**src/rtl/seq_divider_pkg.sv**
```systemverilog
// rtl/seq_divider_pkg.sv - shared state encodings for the sequential divider and the hazard unit
package seq_divider_pkg;

  localparam logic [1:0] S_IDLE = 2'd0;
  localparam logic [1:0] S_CALC = 2'd1;
  localparam logic [1:0] S_FIX  = 2'd2;
  localparam logic [1:0] S_DONE = 2'd3;

endpackage

```
**src/rtl/div_step.sv**
```systemverilog
// rtl/div_step.sv - one restoring-division step: shift {rem,q} left, trial subtract, restore on borrow
module div_step #(
  parameter int WIDTH = 32
) (
  input  logic [WIDTH-1:0] rem_in,
  input  logic [WIDTH-1:0] q_in,
  input  logic [WIDTH-1:0] divisor,
  output logic [WIDTH-1:0] rem_out,
  output logic [WIDTH-1:0] q_out
);

  logic [WIDTH:0] shifted;
  logic [WIDTH:0] trial;
  logic           borrow;

  // rem < divisor keeps shifted below 2*divisor, so bit WIDTH of the difference is a true borrow
  always_comb begin
    shifted = {rem_in, q_in[WIDTH-1]};
    trial   = shifted - {1'b0, divisor};
    borrow  = trial[WIDTH];
    rem_out = borrow ? shifted[WIDTH-1:0] : trial[WIDTH-1:0];
    q_out   = {q_in[WIDTH-2:0], ~borrow};
  end

endmodule

```
**src/rtl/seq_divider.sv**
```systemverilog
// rtl/seq_divider.sv - multi-cycle signed/unsigned restoring divider, one quotient bit per clock
module seq_divider #(
  parameter int WIDTH = 32,
  parameter int CNT_W = 6
) (
  input  logic             clk,
  input  logic             reset,
  input  logic             start,
  input  logic             is_signed,
  input  logic [WIDTH-1:0] dividend,
  input  logic [WIDTH-1:0] divisor,
  output logic             busy,
  output logic             done,
  output logic [WIDTH-1:0] quotient,
  output logic [WIDTH-1:0] remainder,
  output logic             div_by_zero
);
  import seq_divider_pkg::*;

  localparam logic [CNT_W-1:0] LAST_STEP = CNT_W'(WIDTH - 1);

  logic [1:0]       state_q, state_d;
  logic [CNT_W-1:0] cnt_q, cnt_d;
  logic [WIDTH-1:0] rem_q, rem_d;
  logic [WIDTH-1:0] acc_q, acc_d;
  logic [WIDTH-1:0] dvsr_q, dvsr_d;
  logic [WIDTH-1:0] quotient_q, quotient_d;
  logic [WIDTH-1:0] remainder_q, remainder_d;
  logic             q_neg_q, q_neg_d;
  logic             r_neg_q, r_neg_d;
  logic             dbz_q, dbz_d;
  logic             sign_a, sign_b;
  logic [WIDTH-1:0] step_rem, step_q;

  div_step #(.WIDTH(WIDTH)) u_step (
    .rem_in  (rem_q),
    .q_in    (acc_q),
    .divisor (dvsr_q),
    .rem_out (step_rem),
    .q_out   (step_q)
  );

  assign sign_a = is_signed & dividend[WIDTH-1];
  assign sign_b = is_signed & divisor[WIDTH-1];

  // acc_q holds the dividend magnitude and fills with quotient bits as it shifts out
  always_comb begin
    state_d     = state_q;
    cnt_d       = cnt_q;
    rem_d       = rem_q;
    acc_d       = acc_q;
    dvsr_d      = dvsr_q;
    quotient_d  = quotient_q;
    remainder_d = remainder_q;
    q_neg_d     = q_neg_q;
    r_neg_d     = r_neg_q;
    dbz_d       = dbz_q;
    case (state_q)
      S_IDLE: begin
        if (start) begin
          cnt_d = '0;
          dbz_d = 1'b0;
          if (divisor == '0) begin
            quotient_d  = '1;
            remainder_d = dividend;
            dbz_d       = 1'b1;
            state_d     = S_DONE;
          end else begin
            rem_d   = '0;
            acc_d   = sign_a ? -dividend : dividend;
            dvsr_d  = sign_b ? -divisor : divisor;
            q_neg_d = sign_a ^ sign_b;
            r_neg_d = sign_a;
            state_d = S_CALC;
          end
        end
      end
      S_CALC: begin
        rem_d = step_rem;
        acc_d = step_q;
        cnt_d = cnt_q + 1'b1;
        if (cnt_q == LAST_STEP) state_d = S_FIX;
      end
      S_FIX: begin
        quotient_d  = q_neg_q ? -acc_q : acc_q;
        remainder_d = r_neg_q ? -rem_q : rem_q;
        state_d     = S_DONE;
      end
      default: state_d = S_IDLE;
    endcase
  end

  always_ff @(posedge clk) begin
    if (reset) begin
      state_q     <= S_IDLE;
      cnt_q       <= '0;
      rem_q       <= '0;
      acc_q       <= '0;
      dvsr_q      <= '0;
      quotient_q  <= '0;
      remainder_q <= '0;
      q_neg_q     <= 1'b0;
      r_neg_q     <= 1'b0;
      dbz_q       <= 1'b0;
    end else begin
      state_q     <= state_d;
      cnt_q       <= cnt_d;
      rem_q       <= rem_d;
      acc_q       <= acc_d;
      dvsr_q      <= dvsr_d;
      quotient_q  <= quotient_d;
      remainder_q <= remainder_d;
      q_neg_q     <= q_neg_d;
      r_neg_q     <= r_neg_d;
      dbz_q       <= dbz_d;
    end
  end

  assign busy        = (state_q == S_CALC) || (state_q == S_FIX);
  assign done        = (state_q == S_DONE);
  assign quotient    = quotient_q;
  assign remainder   = remainder_q;
  assign div_by_zero = dbz_q;

endmodule

```
**config.mk**
```make
export PLATFORM = sky130hd
export DESIGN_NAME = seq_divider
export DESIGN_NICKNAME = d
export VERILOG_FILES = /design/src/rtl/seq_divider_pkg.sv /design/src/rtl/div_step.sv /design/src/rtl/seq_divider.sv
export SDC_FILE = /design/constraint.sdc
export NUM_CORES = 1
export LEC_CHECK = 0
export CORE_MARGIN = 2
export CORE_UTILIZATION = 57
export CTS_CLUSTER_SIZE = 20
export DETAILED_ROUTE_END_ITERATION = 16
export GPL_TIMING_DRIVEN = 0
export PLACE_DENSITY = 0.78
export SETUP_SLACK_MARGIN = 0.3
export SKIP_CTS_REPAIR_TIMING = 1
export SYNTH_ARGS = -nofsm -noshare
export SYNTH_HDL_FRONTEND = slang
export SYNTH_SLANG_ARGS = --single-unit
```
**constraint.sdc**
```tcl
create_clock -name clk -period 3.9 [get_ports clk]
set_input_delay 0.78 -clock clk [delete_from_list [all_inputs] [get_ports clk]]
set_output_delay 0.78 -clock clk [all_outputs]
set_load 0.02 [all_outputs]
```
==> flow_summary.toml, run 1 <==
[run_status]
status = "complete, no violations"

[timing]
hold_viol_final = 0
max_slew_margin = 0.4599
rsz0062_at_grt = "no"
worst-slew-pin-transition_ns = 0.8101
finalSetupViolations = 0
fin_crit_ns = 3.505
fin_crit_sh = 0.8987
finalMaxSlewViolations = 0
skew_ns = 0.008339
clock.fmax_mhz = 285.3

[cells_and_area]
n_fill_cell = 1568
syn2layout_area_growth_pct = 23.48
insertedDiodeCount = 0
drive_gt1_frac = 0.06827
final_area_mm2 = 0.01368
layout.nets = 1723

[global_routing]
grt_pass1_wl_mm = 50.67
grt_max_degree = 17
grt_pass1_vias = 10190
grt-ovfl-total = 0
grt.total_usage = 0.3126
antenna_found_initial = 0

[logic_synthesis]
ys_ff_latch = 171
yosysTopAreaCellShare = 0.3090
synth_compound_area_frac = 0.2528
yosysUniqueCellTypes = 58
yosysMostFrequentCell = "nand2_1"
synth_adder_area_share = 0.04812
synth-edff-count = 0
synth.largest_area_cell = "dfxtp_1"
synthSimpleGateAreaFrac = 0.1961
synth_nets = 1561
yosys_warnings = 0
postSynthAreaPerCell_um2 = 7.634
syn_area_mm2 = 0.01108
synth-seq-area-share = 0.3090
ys_top_cells_by_count = "nand2_1, dfxtp_1, nor2_1, a21oi_1, xor2_1"
ys_top_cells_by_area = "dfxtp_1, xor2_1, nand2_1"
synthArstFlopShare = 0
ys.flop_type = "dfxtp_1"
syn_inst = 1451
muxShareOfSynthArea = 0.02621
synth_xor_area_frac = 0.1162
synth_top_family_by_area = "compound AO/OA/AOI/OAI gates"

[routing]
via_count = 11120
drt-total-wl_mm = 32.67
ant_nets = 0
vias_per_cell = 5.895
drt_first_pass_iters = 7
drtIter0Drc = 881
wl_per_cell_um = 17.32
post-route-drc-count = 0

[flow_run]
max_cap_viol_count = 0

[floorplan]
initial_core_util = 0.5863
io_pins = 135
die_w_um = 143.4
die_h_um = 143.4
coreArea_mm2 = 0.01889
row_count = 50
dieArea_mm2 = 0.02056

[worst_setup_path]
crit_type = "flip-flop to flip-flop"
crit_arrival_ns = 3.82
critPathTopFamily = "compound AO/OA/AOI/OAI gates"
crit_slowest_cell = "dfxtp_4"
startpoint_type = "flip-flop"
cp.required_ns = 4.21
max_stage_delay_ns = 0.41
end_kind = "flip-flop"
reg2reg_from = "acc_q[31]"
crit_buf_inv = 3
critPathLaunch = "acc_q[31]"
cp_cell_sequence = "inv_1 > ha_1 > fa_1 > nand2b_1 > a21oi_2 > o211ai_1 > a211oi_2 > o21ai_2 > o21ba_2 > xnor2_4 > buf_8 > buf_6 > mux2i_1 > o21ai_1"
crit_fanout = 10
regToRegSetupSlack_ns = 0.39

[power_and_ir_drop]
finalPower_mw = 7.096
p_leak_nw = 5.061
powerDensity_mw_per_mm2 = 518.8
vdd_drop_max_mv = 0.3482

[cts]
clockRootBuffer = "clkbuf_16"
cts.clk_slew.worst_paths_ns = 0.07
clock_sinks = 171
clock_latency_ns = 0.44
numCtsBuffers = 17
h-tree-depth = 4
clockBufferDepth = 2
tritoncts = "done"

[place]
portBuffers = 134
gp_congestion = 0.9274
place.detailed.hpwl_mm = 25.08
placed_area_mm2 = 0.01274

[worst_hold_path]
min-delay-start = "dvsr_q[31]"
hold_class = "flip-flop to flip-flop"
==> metal layers <==
layer  GRT usage  routed length [um]
met1      0.3639               13180
met2      0.5501               16040
met3     0.04332                1833
met4      0.1770                1613
met5           0                   0
==> state kept, by name, indices dropped and copies added (netlist names) <==
| name | cells |
|---|---|
| quotient | 32 |
| cnt_q | 6 |
| state_q | 2 |
| r_neg_q | 1 |
| div_by_zero | 1 |
| acc_q | 32 |
| q_neg_q | 1 |
| remainder | 32 |
| dvsr_q | 32 |
| rem_q | 32 |
==> report_power, final <==
part           internal, mW  switching [mW]
registers              2.04           0.258
logic                  1.12            1.85
clock network          1.07           0.763
total                  4.22            2.87
==> worst register-to-register path, stage by stage, from the launching register on <==
cell	delay, ns
dfxtp_4	0.41
inv_1	0.06
ha_1	0.23
fa_1	0.38
nand2b_1	0.21
a21oi_2	0.17
o211ai_1	0.18
a211oi_2	0.42
o21ai_2	0.12
o21ba_2	0.28
xnor2_4	0.27
buf_8	0.17
buf_6	0.17
mux2i_1	0.23
o21ai_1	0.07
==> final cells by class <==
| cell class | count | area (um^2) | share of cell area |
|---|---|---|---|
| inverter | 53 | 198.9 | 0.01454 |
| tap | 260 | 325.3 | 0.02378 |
| buffer | 89 | 447.9 | 0.03275 |
| multi-input combinational | 1138 | 7233 | 0.5288 |
| timing repair buffer | 143 | 1415 | 0.1035 |
| clock inverter | 12 | 162.7 | 0.01189 |
| sequential | 171 | 3428 | 0.2506 |
| clock buffer | 20 | 466.7 | 0.03412 |
==> logic make-up (layout without fill, tap and decap cells) <==
| logic type | count (synthesis) | after routing |
|---|---|---|
| AOI/OAI and AO/OA | 438 | 438 |
| xor gates and xnor gates | 147 | 147 |
| adders and majority gates | 42 | 42 |
| buffers and inverters | 142 | 317 |
| DFF | 171 | 171 |
| muxes | 29 | 29 |
| and+or+nand+nor | 482 | 482 |
==> placed cells by master (no fill, tap or decap), types with 13 or more instances in the layout <==
| master | synthesis | layout |
|---|---|---|
| xnor2_1 | 45 | 44 |
| dfxtp_1 | 171 | 169 |
| o21ai_1 | 40 | 37 |
| nand3_1 | 18 | 16 |
| a21oi_1 | 123 | 120 |
| ha_1 | 41 | 41 |
| o31ai_1 | 22 | 21 |
| a211oi_1 | 41 | 40 |
| or3_1 | 13 | 13 |
| a21o_1 | 22 | 22 |
| o211ai_1 | 41 | 41 |
| o21ai_0 | 69 | 69 |
| inv_1 | 52 | 52 |
| nor2_1 | 130 | 129 |
| buf_4 | 2 | 15 |
| clkbuf_16 | 0 | 17 |
| o41ai_1 | 15 | 14 |
| clkdlybuf4s50_1 | 0 | 132 |
| xor2_1 | 102 | 102 |
| nand2_1 | 231 | 231 |
| clkbuf_1 | 59 | 53 |
| a311oi_1 | 35 | 35 |
| mux2i_1 | 29 | 29 |
==> per-stage QoR <==
stage          setup slack [ns]  TNS (ns)  hold WS [ns]  cells  utilization
3_3_place_gp            -0.7464    -86.30        0.4403   1845       0.6745
3_5_place_dp            -0.8727   -107.77        0.4461   1845       0.6745
4_1_cts                 -0.5629    -39.30        0.4558   1877       0.7078
6_report                 0.3949         0        0.4538   1886       0.7240
2_1_floorplan            0.7281         0        0.4319   1451            -
5_1_grt                  0.2315         0        0.4736   1886       0.7240
==> final timing paths <==
path                 to  depth (start not counted)
max           rem_q[11]                         14
min          dvsr_q[31]                          2
max reg2reg   rem_q[11]                         14
min reg2reg  dvsr_q[31]                          2
Power figures use the tool's default switching activity.
==> run 2, diff against run 1 <==
--- a/config.mk
+++ b/config.mk
@@ -10,9 +10,11 @@
 export CTS_CLUSTER_SIZE = 20
 export DETAILED_ROUTE_END_ITERATION = 16
 export GPL_TIMING_DRIVEN = 0
+export MAX_ROUTING_LAYER = met4
 export PLACE_DENSITY = 0.78
 export SETUP_SLACK_MARGIN = 0.3
 export SKIP_CTS_REPAIR_TIMING = 1
+export SKIP_LAST_GASP = 1
 export SYNTH_ARGS = -nofsm -noshare
 export SYNTH_HDL_FRONTEND = slang
 export SYNTH_SLANG_ARGS = --single-unit
==> flow_summary.toml, run 2 (synthesis gave the netlist of run 1 again) <==
[cts]
clockBufferDepth = 2
numCtsBuffers = 17
cts.clk_slew.worst_paths_ns = 0.06
clock_latency_ns = 0.44
clockRootBuffer = "clkbuf_16"
h-tree-depth = 4
clock_sinks = 171
tritoncts = "done"

[timing]
clock.fmax_mhz = 287.1
hold_viol_final = 0
rsz0062_at_grt = "yes"
finalMaxSlewViolations = 0
fin_hold_ws_ns = 0.4483
worst-slew-pin-transition_ns = 0.8408
fin_crit_sh = 0.8931
finalSetupViolations = 0
fin_crit_ns = 3.483
skew_ns = 0.009896
max_slew_margin = 0.4395

[worst_setup_path]
end_kind = "flip-flop"
crit_type = "flip-flop to flip-flop"
cp.required_ns = 4.22
crit_fanout = 10
crit_arrival_ns = 3.80
startpoint_type = "flip-flop"

[global_routing]
grt-ovfl-total = 0
grt_pass1_wl_mm = 51.52
grt_max_degree = 17
antenna_found_initial = 0
grt_pass1_vias = 10230
grt.total_usage = 0.3263

[routing]
via_count = 11030
drt_first_pass_iters = 5
post-route-drc-count = 0
drt-total-wl_mm = 32.60
drtIter0Drc = 668
vias_per_cell = 5.857
ant_nets = 0
wl_per_cell_um = 17.30

[floorplan]
die_w_um = 143.4
coreArea_mm2 = 0.01889
initial_core_util = 0.5863
dieArea_mm2 = 0.02056
row_count = 50
die_h_um = 143.4
io_pins = 135

[flow_run]
max_cap_viol_count = 0

[cells_and_area]
final_cell_mix = "nand2_1, dfxtp_1, clkdlybuf4s50_1"
final_common_cell = "nand2_1"
n_fill_cell = 1624
seqCellArea_mm2 = 0.003428
insertedDiodeCount = 0
drive_gt1_frac = 0.06281
syn2layout_area_growth_pct = 22.90
multiInputGateArea_mm2 = 0.007252
layout.nets = 1723
finalNonFillerCells = 1884

[place]
dp_cells = 1845
place.detailed.hpwl_mm = 25.11
portBuffers = 134
gp_congestion = 0.9436

[power_and_ir_drop]
vdd_drop_max_mv = 0.3271
p_leak_nw = 5.005
powerDensity_mw_per_mm2 = 509.3

[run_status]
status = "complete, no violations"

[worst_hold_path]
hold_class = "flip-flop to flip-flop"
==> run 2: cell count changes in the layout (fill, tap and decap cells not counted), moves of 2 or more <==
cell / change
clkbuf_2: -6
inv_6: -2
clkbuf_4: +2
clkinv_4: -4
buf_2: +5
clkbuf_1: +7
buf_4: -3
a21oi_2: -2
==> run 2: path summary, 6_finish.rpt <==
check	from	endpoint	slack (ns)	depth (start not counted)
hold / removal	remainder[2]	remainder[2]	0.45	2
setup reg to reg	acc_q[31]	rem_q[28]	0.42	14
setup / recovery	acc_q[31]	rem_q[28]	0.42	14
hold reg to reg	remainder[2]	remainder[2]	0.45	2
==> run 2: area by class of cell <==
type	count	area share
Timing Repair Buffer	143	0.1037
Inverter	53	0.01461
Tap cell	260	0.02390
Sequential cell	171	0.2518
Clock inverter	7	0.006801
Clock buffer	23	0.03437
Buffer	89	0.03208
Multi-Input combinational cell	1138	0.5327
==> run 2: critical path, stage by stage, from the launching register on <==
cell	delay, ns
dfxtp_4	0.40
inv_1	0.06
ha_1	0.23
fa_1	0.40
nand2b_4	0.18
a21oi_4	0.17
o211ai_1	0.19
a211oi_2	0.42
o21ai_2	0.11
o21ba_2	0.28
xnor2_4	0.27
buf_8	0.17
buf_6	0.17
mux2i_1	0.24
o21ai_1	0.09
==> run 2: layer usage <==
layer | vias up | track usage | part of all wire
met5 | - | - | 0
met2 | 408 | 0.5669 | 0.49
met4 | 0 | 0.1424 | 0.046
li1 | 5482 | - | -
met1 | 5046 | 0.3789 | 0.40
met3 | 98 | 0.04032 | 0.057
==> run 2: where the power goes <==
| part | switching (mW) | internal [mW] | total [mW] |
|---|---|---|---|
| Sequential | 0.255 | 2.04 | 2.29 |
| Combinational | 1.86 | 1.11 | 2.96 |
| Clock | 0.711 | 0.968 | 1.68 |
| Total | 2.82 | 4.11 | 6.93 |
==> run 2: per-stage QoR <==
| stage | setup WS, ns | setup TNS [ns] | total power [mW] | cell area, um^2 | util |
|---|---|---|---|---|---|
| floorplan | 0.7281 | 0 | 4.239 | 11080 | - |
| global placement | -0.7888 | -91.95 | 5.047 | 12740 | 0.6745 |
| detailed placement | -0.8312 | -103.02 | 5.113 | 12740 | 0.6745 |
| CTS | -0.5723 | -39.87 | 6.779 | 13300 | 0.7042 |
| global route | 0.2688 | 0 | 7.339 | 13610 | 0.7205 |
| finish | 0.4169 | 0 | 6.933 | 13610 | 0.7205 |
